[src/rtl/sh7604_ext_bus_bridge_if.sv]
// Signal bundle between the SH7604 external bus pins, the bridge, and a generic request/acknowledge memory port.
// The bridge uses the slave modport. The CPU/memory environment uses the master modport.
interface sh7604_ext_bus_bridge_if;
    logic [26:0] A;
    logic [31:0] CPU_DO;
    logic        BS_N;
    logic [3:0]  CS_N;
    logic        RD_WR_N;
    logic        RD_N;
    logic [3:0]  WE_N;
    logic [31:0] CPU_DI;
    logic        WAIT_N;
    logic [26:0] MEM_A;
    logic [31:0] MEM_DO;
    logic [3:0]  MEM_BE;
    logic        MEM_WR;
    logic        MEM_REQ;
    logic [31:0] MEM_DI;
    logic        MEM_ACK;
    logic        TO_ERR;
    logic        TO_CLR;

    modport slave (
        input  A, CPU_DO, BS_N, CS_N, RD_WR_N, RD_N, WE_N, MEM_DI, MEM_ACK, TO_CLR,
        output CPU_DI, WAIT_N, MEM_A, MEM_DO, MEM_BE, MEM_WR, MEM_REQ, TO_ERR
    );

    modport master (
        output A, CPU_DO, BS_N, CS_N, RD_WR_N, RD_N, WE_N, MEM_DI, MEM_ACK, TO_CLR,
        input  CPU_DI, WAIT_N, MEM_A, MEM_DO, MEM_BE, MEM_WR, MEM_REQ, TO_ERR
    );
endinterface

[src/rtl/sh7604_ext_bus_bridge.sv]
// Turns each SH-2 external bus cycle on an enabled CS area into a single memory request.
// The CPU is held in WAIT until the memory port acknowledges or the bridge times out.
module sh7604_ext_bus_bridge #(
    parameter logic [3:0]  AREA_EN = 4'b1111,
    parameter int          TIMEOUT = 255,
    parameter logic [31:0] TO_DATA = 32'hFFFF_FFFF
) (
    input  logic CLK,
    input  logic RST_N,
    input  logic CE_R,
    input  logic CE_F,
    sh7604_ext_bus_bridge_if.slave bus
);

    typedef enum logic [1:0] {IDLE, WAIT_ACK, DONE} state_t;

    localparam logic [15:0] TO_LIMIT = 16'(TIMEOUT);

    state_t      state_q, state_d;
    logic [26:0] mem_a_q, mem_a_d;
    logic [31:0] mem_do_q, mem_do_d;
    logic [3:0]  mem_be_q, mem_be_d;
    logic        mem_wr_q, mem_wr_d;
    logic        mem_req_q, mem_req_d;
    logic        wait_n_q, wait_n_d;
    logic [31:0] cpu_di_q, cpu_di_d;
    logic        to_err_q, to_err_d;
    logic [15:0] cnt_q, cnt_d;
    logic [3:0]  cs_sel_q, cs_sel_d;

    logic [3:0]  hit_mask;
    logic        hit;
    logic [15:0] cnt_inc;
    logic        to_hit;
    logic        to_set;
    logic        cycle_over;

    always_comb begin
        hit_mask   = ~bus.CS_N & AREA_EN;
        hit        = ~bus.BS_N & (|hit_mask);
        cnt_inc    = (cnt_q == 16'hFFFF) ? cnt_q : cnt_q + 16'd1;
        to_hit     = (TIMEOUT != 0) && (cnt_inc >= TO_LIMIT);
        // The cycle is over once the served chip select is released or all strobes are idle.
        cycle_over = ((bus.CS_N & cs_sel_q) == cs_sel_q) || (bus.RD_N && (bus.WE_N == 4'hF));
    end

    always_comb begin
        state_d   = state_q;
        mem_a_d   = mem_a_q;
        mem_do_d  = mem_do_q;
        mem_be_d  = mem_be_q;
        mem_wr_d  = mem_wr_q;
        mem_req_d = mem_req_q;
        wait_n_d  = wait_n_q;
        cpu_di_d  = cpu_di_q;
        cnt_d     = cnt_q;
        cs_sel_d  = cs_sel_q;
        to_set    = 1'b0;

        case (state_q)
            IDLE: begin
                if (CE_F && hit) begin
                    state_d   = WAIT_ACK;
                    mem_a_d   = bus.A;
                    mem_do_d  = bus.CPU_DO;
                    mem_wr_d  = ~bus.RD_WR_N;
                    mem_be_d  = bus.RD_WR_N ? 4'hF : ~bus.WE_N;
                    mem_req_d = 1'b1;
                    wait_n_d  = 1'b0;
                    cnt_d     = 16'd0;
                    cs_sel_d  = hit_mask;
                end
            end
            WAIT_ACK: begin
                // The ACK is checked before the timeout, so a coincident ACK completes normally.
                if (bus.MEM_ACK) begin
                    mem_req_d = 1'b0;
                    if (!mem_wr_q) cpu_di_d = bus.MEM_DI;
                    state_d   = DONE;
                end else if (CE_R) begin
                    cnt_d = cnt_inc;
                    if (to_hit) begin
                        mem_req_d = 1'b0;
                        if (!mem_wr_q) cpu_di_d = TO_DATA;
                        to_set    = 1'b1;
                        state_d   = DONE;
                    end
                end
            end
            DONE: begin
                // WAIT_N is released on a falling phase, so the CPU samples it on its next rising phase.
                if (CE_F) begin
                    wait_n_d = 1'b1;
                    if (cycle_over) state_d = IDLE;
                end
            end
            default: state_d = IDLE;
        endcase

        to_err_d = to_set ? 1'b1 : (bus.TO_CLR ? 1'b0 : to_err_q);
    end

    always_ff @(posedge CLK or negedge RST_N) begin
        if (!RST_N) begin
            state_q   <= IDLE;
            mem_a_q   <= '0;
            mem_do_q  <= '0;
            mem_be_q  <= '0;
            mem_wr_q  <= 1'b0;
            mem_req_q <= 1'b0;
            wait_n_q  <= 1'b1;
            cpu_di_q  <= '0;
            to_err_q  <= 1'b0;
            cnt_q     <= '0;
            cs_sel_q  <= '0;
        end else begin
            state_q   <= state_d;
            mem_a_q   <= mem_a_d;
            mem_do_q  <= mem_do_d;
            mem_be_q  <= mem_be_d;
            mem_wr_q  <= mem_wr_d;
            mem_req_q <= mem_req_d;
            wait_n_q  <= wait_n_d;
            cpu_di_q  <= cpu_di_d;
            to_err_q  <= to_err_d;
            cnt_q     <= cnt_d;
            cs_sel_q  <= cs_sel_d;
        end
    end

    assign bus.CPU_DI  = cpu_di_q;
    assign bus.WAIT_N  = wait_n_q;
    assign bus.MEM_A   = mem_a_q;
    assign bus.MEM_DO  = mem_do_q;
    assign bus.MEM_BE  = mem_be_q;
    assign bus.MEM_WR  = mem_wr_q;
    assign bus.MEM_REQ = mem_req_q;
    assign bus.TO_ERR  = to_err_q;

endmodule

[src/flat_wrapper.sv]
// flat-port wrapper written by rule: the top's interface ports become plain ports
module sh7604_ext_bus_bridge_flat 
#(
    parameter logic [3:0]  AREA_EN = 4'b1111,
    parameter int          TIMEOUT = 255,
    parameter logic [31:0] TO_DATA = 32'hFFFF_FFFF
)
  (CLK, RST_N, CE_R, CE_F, bus_A, bus_CPU_DO, bus_BS_N, bus_CS_N, bus_RD_WR_N, bus_RD_N, bus_WE_N, bus_MEM_DI, bus_MEM_ACK, bus_TO_CLR, bus_CPU_DI, bus_WAIT_N, bus_MEM_A, bus_MEM_DO, bus_MEM_BE, bus_MEM_WR, bus_MEM_REQ, bus_TO_ERR);
  sh7604_ext_bus_bridge_if bus_i ();
  input  logic CLK;
  input  logic RST_N;
  input  logic CE_R;
  input  logic CE_F;
  input wire logic [$bits(bus_i.A)-1:0] bus_A;
  input wire logic [$bits(bus_i.CPU_DO)-1:0] bus_CPU_DO;
  input wire logic [$bits(bus_i.BS_N)-1:0] bus_BS_N;
  input wire logic [$bits(bus_i.CS_N)-1:0] bus_CS_N;
  input wire logic [$bits(bus_i.RD_WR_N)-1:0] bus_RD_WR_N;
  input wire logic [$bits(bus_i.RD_N)-1:0] bus_RD_N;
  input wire logic [$bits(bus_i.WE_N)-1:0] bus_WE_N;
  input wire logic [$bits(bus_i.MEM_DI)-1:0] bus_MEM_DI;
  input wire logic [$bits(bus_i.MEM_ACK)-1:0] bus_MEM_ACK;
  input wire logic [$bits(bus_i.TO_CLR)-1:0] bus_TO_CLR;
  output wire logic [$bits(bus_i.CPU_DI)-1:0] bus_CPU_DI;
  output wire logic [$bits(bus_i.WAIT_N)-1:0] bus_WAIT_N;
  output wire logic [$bits(bus_i.MEM_A)-1:0] bus_MEM_A;
  output wire logic [$bits(bus_i.MEM_DO)-1:0] bus_MEM_DO;
  output wire logic [$bits(bus_i.MEM_BE)-1:0] bus_MEM_BE;
  output wire logic [$bits(bus_i.MEM_WR)-1:0] bus_MEM_WR;
  output wire logic [$bits(bus_i.MEM_REQ)-1:0] bus_MEM_REQ;
  output wire logic [$bits(bus_i.TO_ERR)-1:0] bus_TO_ERR;
  assign bus_i.A = bus_A;
  assign bus_i.CPU_DO = bus_CPU_DO;
  assign bus_i.BS_N = bus_BS_N;
  assign bus_i.CS_N = bus_CS_N;
  assign bus_i.RD_WR_N = bus_RD_WR_N;
  assign bus_i.RD_N = bus_RD_N;
  assign bus_i.WE_N = bus_WE_N;
  assign bus_i.MEM_DI = bus_MEM_DI;
  assign bus_i.MEM_ACK = bus_MEM_ACK;
  assign bus_i.TO_CLR = bus_TO_CLR;
  assign bus_CPU_DI = bus_i.CPU_DI;
  assign bus_WAIT_N = bus_i.WAIT_N;
  assign bus_MEM_A = bus_i.MEM_A;
  assign bus_MEM_DO = bus_i.MEM_DO;
  assign bus_MEM_BE = bus_i.MEM_BE;
  assign bus_MEM_WR = bus_i.MEM_WR;
  assign bus_MEM_REQ = bus_i.MEM_REQ;
  assign bus_TO_ERR = bus_i.TO_ERR;
  sh7604_ext_bus_bridge #(.AREA_EN(AREA_EN), .TIMEOUT(TIMEOUT), .TO_DATA(TO_DATA)) u_core (.CLK(CLK), .RST_N(RST_N), .CE_R(CE_R), .CE_F(CE_F), .bus(bus_i));
endmodule
[config.mk]
export PLATFORM = sky130hd
export DESIGN_NAME = sh7604_ext_bus_bridge_flat
export DESIGN_NICKNAME = d
export VERILOG_FILES = /design/src/rtl/sh7604_ext_bus_bridge_if.sv /design/src/rtl/sh7604_ext_bus_bridge.sv /design/src/flat_wrapper.sv
export SDC_FILE = /design/constraint.sdc
export NUM_CORES = 1
export LEC_CHECK = 0
export BUFFER_PORTS_ARGS = -buffer_cell sky130_fd_sc_hd__buf_2
export CAP_MARGIN = 20
export CORE_ASPECT_RATIO = 2
export CORE_MARGIN = 5
export CORE_UTILIZATION = 44
export DETAILED_ROUTE_END_ITERATION = 10
export PLACE_DENSITY = 0.77
export SLEW_MARGIN = 5
export SYNTH_ARGS = -nofsm -noshare
export SYNTH_HDL_FRONTEND = slang
export SYNTH_SLANG_ARGS = --single-unit
export TNS_END_PERCENT = 1
[constraint.sdc]
create_clock -name CLK -period 2.2 [get_ports CLK]
set_input_delay 0.11 -clock CLK [delete_from_list [all_inputs] [get_ports CLK]]
set_output_delay 0.11 -clock CLK [all_outputs]
set_load 0.05 [all_outputs]
==> qor.yml, run 1 <==
status: "finished, final reports clean"
pre_cts_ws_ns: -0.00262
synth_top_area_share_pct: 59.2
worst_slack_ns: 0.0671
slew_headroom_pct: 61.2
layout_min_cycle_time_ns: 2.13
synth_largest_area_cell: "dfrtp_1"
wire_per_inst_um: 17.3
required_ns: 2.49
drv_cap: 0
yosysWarnings: 0
syn_inst: 513
synth.lib_cells_used.distinct: 54
grt_pass1_wl_um: 27600
finalPower_w: 0.0119
root_buffer: "clkbuf_16"
critPathArrivalTime_ns: 2.42
cts.sinks: 121
wl_um: 17300
clk_pin_slew_ns: 0.06
worst-path-buf-inv: 1
ios: 207
clkLatencyLatePin_ns: 0.41
antenna_found_initial: 1
setup.worst_path.start_class: "flop"
fp.coreArea_um2: 11300
via_per_inst: 5.26
ys_seq_area_share_pct: 59.7
worst-path-max-fanout: 32
drt-initial-drc-count: 421
port_buffers: 206
finalSetupViolCount: 0
ir_drop_mv: 1.04
dpl.hpwl_um: 11200
syn_area_um2: 5070
fin_util_pct: 71.7
crit_slowest_cell: "dfrtp_1"
async_flop_share_pct: 100
max_freq_mhz: 469
nFillCells: 807
drc: 0
slew_viol_final: 0
cts_tree: "yes"
syn_nets: 622
area_growth_pct: 59.4
final_nets: 951
syn_area_per_cell_um2: 9.89
finalCritPeriodShare_pct: 97.0
vias: 5245
power.leakage_nw: 4.19
cp-end-kind: "flop"
rows: 55
cp_slowest_stage_delay_ns: 0.42
chipWidth_um: 85.9
dieArea_um2: 13900
holdWs_ns: 0.0682
synth_edf_count: 0
synth-main-ff-cell: "dfrtp_1"
cts_max_level: 4
grt_start_max_net_pins: 67
initial_utilization_pct: 45.0
synth_area_leaders: "dfrtp_1 59%, nand2_1 14%, o22a_1 5.5%, o21ai_0 1.7%, clkbuf_1 1.6%"
cp_top_family: "simple AND/OR/NAND/NOR gates"
grt_pass1_vias: 5690
crit_chain: "ha_4 -> nand3_4 -> or2_4 -> o31ai_4 -> and4_4 -> a31oi_4 -> buf_12 -> o22a_1"
synth_seq_cells: 121
die_height_um: 162
place.gp.congestion: 0.939
worstMarginPinSlew_ns: 0.582
grt_overflow: 0
hp-class: "in -> reg"
ant_nets: 0
finClkSkew_ns: 0.0114
hold_viol: 0
cts_made_buffers: 17
critPathKind: "reg -> reg"
first_pass_iters: 7
cellPowerDensity_nw_per_um2: 1470
drive_gt1_share_pct: 34.0
cts_buffer_depth: 2
grtUsageTotal_pct: 25.2
## worst min-delay path, delay by kind of cell
kind | cells | cell delay, ns
buf+inv | 1 | 0.12
compound gates | 1 | 0.12
simple gates | 1 | 0.07
## kinds of logic after synthesis
family,share of synthesized area [%]
AOI/OAI and AO/OA,13.2
xor gates and xnor gates,0.173
and+or+nand+nor,23.0
adders and majority gates,0.247
muxes,0.616
DFF,59.7
buffers and inverters,3.08
## path summary, 6_finish.rpt
path | from | end | slack, ns | cells after the start
max reg2reg | u_core.cnt_q[1] | u_core.bus.CPU_DI[7] | 0.07 | 8
min | bus_MEM_ACK | u_core.state_q[1] | 0.07 | 3
min in group asynchronous | RST_N | u_core.bus.MEM_BE[1] | 0.22 | 2
max in group asynchronous | RST_N | u_core.cnt_q[8] | 1.25 | 3
min reg2reg | u_core.bus.MEM_A[12] | u_core.bus.MEM_A[12] | 0.47 | 2
max | u_core.cnt_q[1] | u_core.bus.CPU_DI[7] | 0.07 | 8
## registers in the layout (all words and copies together), names as in the netlist
| name | count |
|---|---|
| u_core.bus.CPU_DI | 32 |
| u_core.bus.MEM_DO | 32 |
| u_core.bus.MEM_A | 27 |
| u_core.cnt_q | 16 |
| u_core.bus.MEM_BE | 4 |
| u_core.cs_sel_q | 4 |
| u_core.state_q | 2 |
| u_core.bus.MEM_REQ | 1 |
| u_core.bus.MEM_WR | 1 |
| u_core.bus.TO_ERR | 1 |
| u_core.bus.WAIT_N | 1 |
## Yosys cell counts, types with 2 or more instances
| cell type | count |
|---|---|
| dfrtp_1 | 120 |
| clkbuf_1 | 22 |
| nand4_4 | 2 |
| nor2b_1 | 3 |
| a41oi_1 | 2 |
| o22a_1 | 32 |
| nand3_1 | 12 |
| o21ai_0 | 17 |
| buf_2 | 2 |
| nand2_1 | 194 |
| or3_1 | 2 |
| a21oi_1 | 7 |
| nor4_2 | 2 |
| nand2b_1 | 2 |
| nand4_1 | 5 |
| a311oi_1 | 3 |
| a22o_1 | 2 |
| a21o_1 | 2 |
| mux2i_1 | 2 |
| o21ai_1 | 4 |
| inv_1 | 8 |
| and3_1 | 2 |
| nor2_1 | 18 |
| buf_6 | 3 |
| a31oi_1 | 11 |
| nor3_1 | 6 |
## placed cells by master, fill, tap and decap left out, types with 2 or more instances in the layout
| master | instances |
|---|---|
| buf_2 | 205 |
| nand2_1 | 193 |
| dfrtp_1 | 114 |
| dlygate4sd3_1 | 102 |
| o22a_1 | 32 |
| buf_4 | 28 |
| nor2_1 | 17 |
| clkbuf_16 | 17 |
| o21ai_0 | 16 |
| nand3_1 | 12 |
| a31oi_1 | 11 |
| inv_1 | 8 |
| a21oi_1 | 7 |
| nor3_1 | 6 |
| dfrtp_2 | 6 |
| nand4_1 | 5 |
| o21ai_1 | 5 |
| clkinvlp_4 | 4 |
| nor2b_1 | 3 |
| a311oi_1 | 3 |
| bufinv_16 | 3 |
| inv_6 | 3 |
| a41oi_1 | 2 |
| nand4_4 | 2 |
| nor4_4 | 2 |
| mux2i_1 | 2 |
| nand2b_1 | 2 |
| a21o_1 | 2 |
| and3_1 | 2 |
| or3_1 | 2 |
| a22o_1 | 2 |
| clkinv_4 | 2 |
| clkinv_2 | 2 |
| buf_12 | 2 |
## power breakdown
group	total (W)	internal, W	leakage [nW]	switching [W]
logic	0.00542	0.00127	2.38	0.00415
registers	0.00365	0.00310	1.53	0.000540
clock network	0.00279	0.00178	0.282	0.00101
## cell type report
class,instances,area [µm²],area share (%)
inverters,8,30.0,0.371
multi-input cells,357,1950,24.1
diodes,1,2.50,0.0309
clock buffers,17,425,5.26
clock inverters,14,174,2.15
flip-flops and latches,121,3040,37.5
repair buffers,337,2300,28.4
well taps,142,178,2.20
## per-layer routing
layer / part of all wire (%) / up-vias / global-route usage [%] / wire length (µm)
met4: 6.5 / 0 / 16.5 / 1120
met5: 0 / - / 0 / 0
met2: 54 / 248 / 44.1 / 9280
li1: - / 2409 / - / -
met3: 5.3 / 81 / 5.48 / 912
met1: 34 / 2507 / 26.6 / 5950
## stage by stage
stage | area (µm²) | std cells | setup TNS, ns
after floorplan | 5070 | 513 | 0
after global placement | 6390 | 861 | 0
after detailed placement | 6390 | 861 | -0.00426
after CTS | 8020 | 995 | 0
after global routing | 8090 | 997 | -0.0287
final | 8090 | 997 | 0
## timing repair
action	4_1_cts	5_1_grt
endpoints found under the hold margin	135	0
endpoints found under the setup margin	32	36
hold buffers	102	0
pin swaps	0	3
setup buffers	1	1
resized for setup	0	15
No activity file was read; power rests on OpenSTA's default activity.
==> inputs of run 2 (changes only) <==
REMOVE_ABC_BUFFERS = 1   (was not set)
==> qor.yml, run 2 (synthesis gave the netlist of run 1 again) <==
cp.depth: 7  # was 8
use_met3_pct: 4.82  # was 5.48%
cts.sinks: 121  # unchanged
ir_drop_mv: 1.19  # was 1.04 mV
tns_ns: 0  # unchanged
cts_max_level: 4  # unchanged
wl_um: 18400  # was 17300 µm
grt_overflow: 0  # unchanged
globalRouteMet1Util_pct: 24.7  # was 26.6%
slew_viol_final: 0  # unchanged
seq_power_share_pct: 30.6  # was 30.7%
final_nets: 952  # was 951
worst-path-buf-inv: 1  # unchanged
critPathKind: "reg -> reg"  # unchanged
nFillCells: 751  # was 807
busiest_layer: "met2"  # unchanged
antenna_found_initial: 1  # unchanged
grt_start_max_net_pins: 74  # was 67
r2r_start: "u_core.cnt_q[9]"  # was u_core.cnt_q[1]
met2_usage_pct: 49.4  # was 44.1%
switching_power_w: 0.00582  # was 0.00570 W
initial_utilization_pct: 45.0  # unchanged
crit_slowest_cell: "dfrtp_1"  # unchanged
required_ns: 2.49  # about the same
crit_chain: "nand4_4 -> nor4_4 -> mux2i_1 -> and4_4 -> a31oi_4 -> buf_12 -> o22a_1"  # was ha_4 -> nand3_4 -> or2_4 -> o31ai_4 -> and4_4 -> a31oi_4 -> buf_12 -> o22a_1
final_cells: 999  # was 997
r2r_end: "u_core.bus.CPU_DI[23]"  # was u_core.bus.CPU_DI[7]
fp.coreArea_um2: 11300  # unchanged
finClkSkew_ns: 0.00923  # was 0.0114 ns
pre_cts_ws_ns: -0.0397  # was -0.00262 ns
setup.worst_path.start_class: "flop"  # unchanged
cts_buffer_depth: 2  # unchanged
cts_tree: "yes"  # unchanged
cellPowerDensity_nw_per_um2: 1470  # about the same
worstRegToRegCells: 7  # was 8
via_per_inst: 5.39  # was 5.26
hp-start: "bus_MEM_ACK"  # unchanged
ant_nets: 0  # unchanged
port_buffers: 206  # unchanged
first_pass_iters: 5  # was 7
slew_headroom_pct: 49.0  # was 61.2%
clkLatencyLatePin_ns: 0.42  # was 0.41 ns
drv_cap: 0  # unchanged
drc: 0  # unchanged
grtUsageTotal_pct: 26.4  # was 25.2%
clk_pin_slew_ns: 0.06  # about the same
rrSetupSlack_ns: 0.03  # was 0.07 ns
status: "finished, final reports clean"  # unchanged
area_growth_pct: 59.0  # was 59.4%
grt_pass1_vias: 5791  # was 5690
p_int_w: 0.00605  # was 0.00616 W
critPathArrivalTime_ns: 2.46  # was 2.42 ns
mostFrequentLayoutCells: "205 x buf_2, 193 x nand2_1, 113 x dfrtp_1"  # was 205 x buf_2, 193 x nand2_1, 114 x dfrtp_1
place.gp.congestion: 0.909  # was 0.939
hold_end: "u_core.state_q[1]"  # unchanged
die_height_um: 162  # unchanged
grt_pass1_wl_um: 28600  # was 27600 µm
max_freq_mhz: 461  # was 469 MHz
chipWidth_um: 85.9  # unchanged
cp_slowest_stage_delay_ns: 0.42  # about the same
hold_viol: 0  # unchanged
vias: 5383  # was 5245
dp_cells: 859  # was 861
critPathLaunch: "u_core.cnt_q[9]"  # was u_core.cnt_q[1]
final_common_cell: "buf_2"  # unchanged
finalSetupViolCount: 0  # unchanged
worst-path-max-fanout: 32  # unchanged
worstMarginPinSlew_ns: 0.765  # was 0.582 ns
dpl.hpwl_um: 11100  # was 11200 µm
fin_util_pct: 71.5  # was 71.7%
cts_made_buffers: 17  # unchanged
cp_top_family: "simple AND/OR/NAND/NOR gates"  # unchanged
worstHoldPathCells: 3  # unchanged
clock_power_share_pct: 23.5  # was 23.6%
dieArea_um2: 13900  # unchanged
drt-initial-drc-count: 443  # was 421
finalCritPeriodShare_pct: 98.6  # was 97.0%
rsz0062_at_grt: "yes"
cp-end-kind: "flop"  # unchanged
layout_min_cycle_time_ns: 2.17  # was 2.13 ns
power.leakage_nw: 4.18  # was 4.19 nW
hp-class: "in -> reg"  # unchanged
switching_share_pct: 49.1  # was 48.1%
drive_gt1_share_pct: 34.3  # was 34.0%
worst_slack_ns: 0.0300  # was 0.0671 ns
ios: 207  # unchanged
rows: 55  # unchanged
wire_per_inst_um: 18.4  # was 17.3 µm
p_comb_share_pct: 45.9  # was 45.7%
root_buffer: "clkbuf_16"  # unchanged
[run 2: cell types whose count changed in the layout (fill, tap and decap cells not counted), sizes merged]
| cell | change |
|---|---|
| bufinv | -1 |
| buf | +1 |
| inv | +3 |
| clkinvlp | -1 |
[run 2: repair_timing]
action                                 4_1_cts  5_1_grt
setup endpoints to repair                   32       36
pin swaps                                    1        5
endpoints found under the hold margin      131        0
buffers inserted                             1        4
hold buffers                               102        0
resized for setup                            6        8
[run 2: layout make-up]
| class | count | area (µm²) | area share (%) |
|---|---|---|---|
| multi-input combinational | 357 | 1930 | 23.9 |
| sequential | 121 | 3040 | 37.6 |
| tap | 142 | 178 | 2.20 |
| clock inverter | 15 | 165 | 2.05 |
| clock buffer | 17 | 425 | 5.27 |
| timing repair buffer | 338 | 2300 | 28.6 |
| inverter | 8 | 30.0 | 0.372 |
| antenna | 1 | 2.50 | 0.0310 |
[run 2: power groups by stage]
stage                     sequential, W  combinational, W  clock [W]
after floorplan                 0.00643          0.000934          0
after global placement          0.00356           0.00511          0
after detailed placement        0.00361           0.00521          0
after CTS                       0.00357           0.00537    0.00280
after global routing            0.00373           0.00572    0.00292
final                           0.00363           0.00545    0.00279
[run 2: metrics by stage]
step           hold slack [ns]  total power (W)  cell area [µm²]
3_3_place_gp            0.0606          0.00867             6380
5_1_grt                 0.0735           0.0124             8070
2_1_floorplan           -0.186          0.00736             4950
4_1_cts                 0.0256           0.0118             8010
3_5_place_dp            0.0734          0.00882             6380
6_report                0.0467           0.0119             8070
[run 2: layer usage]
layer  vias to the layer above  share of wire, %
met2                       272                57
met3                        94               5.2
li1                       2408                 -
met5                         -                 0
met4                         0               6.5
met1                      2609                31
[run 2: how the worst max path moves through the flow]
stage,endpoint,slack (ns)
2_1_floorplan,u_core.cnt_q[3],-1.37
3_3_place_gp,u_core.bus.CPU_DI[12],0.10
3_5_place_dp,u_core.bus.CPU_DI[7],-0.04
4_1_cts,u_core.bus.CPU_DI[25],0.002
5_1_grt,u_core.bus.CPU_DI[23],-0.07
6_report,u_core.bus.CPU_DI[23],0.03
[run 2: worst reg2reg max path: stages, from the launching register on]
cell and delay (ns):
dfrtp_1 0.42, nand4_4 0.19, nor4_4 0.34, mux2i_1 0.30, and4_4 0.29, a31oi_4 0.09, buf_12 0.18, o22a_1 0.23
==> inputs of run 3 (changes only) <==
ABC_AREA = 1   (was not set)
CORE_UTILIZATION = 45   (was 44)
==> qor.yml, run 3 <==
hold_end: "u_core.bus.CPU_DI[29]"  # was u_core.state_q[1]
drt-initial-drc-count: 274  # was 443
hold_viol: 0  # unchanged
place.gp.congestion: 0.922  # was 0.909
grt_pass1_wl_um: 27000  # was 28600 µm
cellPowerDensity_nw_per_um2: 1510  # was 1470 nW/µm²
syn_inst: 698  # was 513
finalPower_w: 0.0129  # was 0.0119 W
worstRegToRegCells: 11  # was 7
rrSetupSlack_ns: -0.15  # was 0.03 ns
pre_cts_ws_ns: -0.0371  # was -0.0397 ns
chipWidth_um: 88.1  # was 85.9 µm
cp-end-kind: "flop"  # unchanged
placed_cell_area_um2: 6730  # was 6380 µm²
p_comb_share_pct: 48.1  # was 45.9%
required_ns: 2.48  # was 2.49 ns
initial_utilization_pct: 45.6  # was 45.0%
via_per_inst: 5.11  # was 5.39
yosysMostFrequentCell: "nand2_1"  # unchanged
status: "complete, but fails checks"  # was finished, final reports clean
cts_tree: "yes"  # unchanged
vias: 5919  # was 5383
synth_area_leaders: "dfrtp_1 55%, nand2_1 24%, nand3_1 4.7%, inv_1 4.0%, o21ai_0 1.9%"  # was dfrtp_1 59%, nand2_1 14%, o22a_1 5.5%, o21ai_0 1.7%, clkbuf_1 1.6%
violations: "negative setup slack"
grt_pass1_vias: 5698  # was 5791
nFillCells: 848  # was 751
drive_gt1_share_pct: 31.2  # was 34.3%
worst_slack_ns: -0.147  # was 0.0300 ns
grtUsageTotal_pct: 23.6  # was 26.4%
switching_share_pct: 49.3  # was 49.1%
slew_headroom_pct: 51.3  # was 49.0%
seq_power_share_pct: 29.0  # was 30.6%
area_growth_pct: 54.9  # was 59.0%
synth_seq_cells: 121  # unchanged
p_int_w: 0.00653  # was 0.00605 W
slew_viol_final: 0  # unchanged
setup.worst_path.start_class: "flop"  # unchanged
critPathKind: "reg -> reg"  # unchanged
worst-path-max-fanout: 6  # was 32
switching_power_w: 0.00635  # was 0.00582 W
fp.coreArea_um2: 12100  # was 11300 µm²
synth-main-ff-cell: "dfrtp_1"  # unchanged
synth_top_area_share_pct: 54.7  # was 59.2%
cts_max_level: 4  # unchanged
cts_made_buffers: 17  # unchanged
clk_pin_slew_ns: 0.06  # about the same
drv_cap: 0  # unchanged
layout_min_cycle_time_ns: 2.35  # was 2.17 ns
cts.sinks: 121  # unchanged
final_nets: 1107  # was 952
port_buffers: 206  # unchanged
ys_seq_area_share_pct: 55.2  # was 59.7%
hp-class: "in -> reg"  # unchanged
tns_ns: -2.59  # was 0 ns
finalCritPeriodShare_pct: 107  # was 98.6%
grt_start_max_net_pins: 73  # was 74
dieArea_um2: 14600  # was 13900 µm²
syn_area_um2: 5490  # was 5070 µm²
antenna_found_initial: 1  # unchanged
first_pass_iters: 5  # unchanged
critPathArrivalTime_ns: 2.63  # was 2.46 ns
synth.top_cells.by_count: "347 x nand2_1, 120 x dfrtp_1, 58 x inv_1, 52 x nand3_1, 25 x nor2_1"  # was 194 x nand2_1, 120 x dfrtp_1, 32 x o22a_1, 22 x clkbuf_1, 18 x nor2_1
root_buffer: "clkbuf_16"  # unchanged
worstHoldPathCells: 5  # was 3
clkLatencyLatePin_ns: 0.41  # was 0.42 ns
holdWs_ns: 0.0105  # was 0.0467 ns
rows: 57  # was 55
wire_per_inst_um: 16.2  # was 18.4 µm
synth_edf_count: 0  # unchanged
syn_area_per_cell_um2: 7.87  # was 9.89 µm²
ir_drop_mv: 0.943  # was 1.19 mV
hp-start: "bus_MEM_DI[29]"  # was bus_MEM_ACK
rsz0062_at_grt: "yes"  # unchanged
r2r_start: "u_core.cnt_q[1]"  # was u_core.cnt_q[9]
finClkSkew_ns: 0.0103  # was 0.00923 ns
synth.lib_cells_used.distinct: 33  # was 54
ios: 207  # unchanged
mostFrequentLayoutCells: "337 x nand2_1, 205 x buf_2, 116 x dfrtp_1"  # was 205 x buf_2, 193 x nand2_1, 113 x dfrtp_1
drc: 0  # unchanged
cts_buffer_depth: 2  # unchanged
max_freq_mhz: 426  # was 461 MHz
async_flop_share_pct: 100  # unchanged
yosysWarnings: 0  # unchanged
wl_um: 18700  # was 18400 µm
dpl.hpwl_um: 11100  # about the same
grt_overflow: 0  # unchanged
clock_power_share_pct: 22.8  # was 23.5%
ant_nets: 0  # unchanged
final_area_um2: 8510  # was 8070 µm²
finalSetupViolCount: 33  # was 0
r2r_end: "u_core.bus.CPU_DI[19]"  # was u_core.bus.CPU_DI[23]
worstMarginPinSlew_ns: 0.731  # was 0.765 ns
final_common_cell: "nand2_1"  # was buf_2
synth_largest_area_cell: "dfrtp_1"  # unchanged
power.leakage_nw: 4.68  # was 4.18 nW
die_height_um: 166  # was 162 µm
## run 3: cell types whose count changed in the layout (fill, tap and decap cells not counted), moves of 6 or more
| cell | delta |
|---|---|
| o22a_1 | -32 |
| nor2_2 | +6 |
| nand2_2 | +10 |
| inv_1 | +50 |
| a31oi_1 | -11 |
| nor3_1 | -6 |
| nand3_1 | +36 |
| nand2_1 | +144 |
| buf_4 | -15 |
| dlygate4sd3_1 | -27 |
## run 3: worst max path at each step
| stage | from | to | slack, ns | cells past startpoint |
|---|---|---|---|---|
| finish | u_core.cnt_q[1] | u_core.bus.CPU_DI[19] | -0.15 | 11 |
| global placement | u_core.cnt_q[0] | u_core.bus.CPU_DI[1] | 0.05 | 14 |
| floorplan | u_core.state_q[0] | u_core.bus.MEM_REQ | -1.08 | 6 |
| detailed placement | u_core.cnt_q[0] | u_core.bus.CPU_DI[28] | -0.04 | 14 |
| global route | u_core.cnt_q[1] | u_core.bus.CPU_DI[19] | -0.24 | 14 |
| CTS | u_core.cnt_q[0] | u_core.bus.CPU_DI[16] | 0.01 | 14 |
## run 3: layout make-up
cell class	instances	area (µm²)	share of cell area (%)
sequential	121	3030	35.7
multi-input combinational	488	2280	26.8
timing repair buffer	308	2140	25.2
clock buffer	18	429	5.04
inverter	62	240	2.82
clock inverter	14	199	2.34
tap	147	184	2.16
antenna	1	2.50	0.0294
## run 3: per-stage QoR
stage / util (%) / instances
2_1_floorplan: - / 669
3_3_place_gp: 55.8 / 1036
3_5_place_dp: 55.8 / 1036
4_1_cts: 67.4 / 1143
5_1_grt: 70.6 / 1159
6_report: 70.6 / 1159
## run 3: critical path, stage by stage, from the launching register on
cell and delay [ns]:
dfrtp_1 0.44, ha_4 0.21, buf_4 0.14, or2_2 0.28, a21oi_1 0.27, nor2_1 0.12, nand3_2 0.14, nand3b_4 0.12
clkbuf_16 0.19, clkbuf_16 0.15, nand3_1 0.08, nand2_1 0.08
## run 3: cells by family after synthesis
| family | Yosys count | synth area share (%) |
|---|---|---|
| flip-flops | 121 | 55.2 |
| adder cells (fa/ha/maj) | 1 | 0.228 |
| buffers and inverters | 91 | 6.74 |
| XOR/XNOR | 3 | 0.479 |
| AO/OA/AOI/OAI | 36 | 3.80 |
| AND/OR/NAND/NOR | 446 | 33.6 |
## run 3: power by group through the flow
stage / logic [W] / clock network [W] / registers, W
6_report: 0.00620 / 0.00294 / 0.00374
5_1_grt: 0.00654 / 0.00308 / 0.00384
4_1_cts: 0.00600 / 0.00298 / 0.00368
3_5_place_dp: 0.00588 / 0 / 0.00368
3_3_place_gp: 0.00579 / 0 / 0.00368
2_1_floorplan: 0.00118 / 0 / 0.00677
## run 3: timing repair
item                       CTS  global route
buffers inserted             0             8
hold endpoints to repair   111             0
cloned                       0             7
hold buffers                75             0
setup endpoints to repair   32            35
pin swaps                    0            18
resized for setup            3            43
## run 3: layer usage
metal | track usage [%] | up-vias | share of wire, %
li1 | - | 2762 | -
met5 | 0 | - | 0
met3 | 3.92 | 103 | 4.7
met4 | 15.7 | 0 | 6.9
met2 | 42.2 | 272 | 56
met1 | 24.1 | 2782 | 33
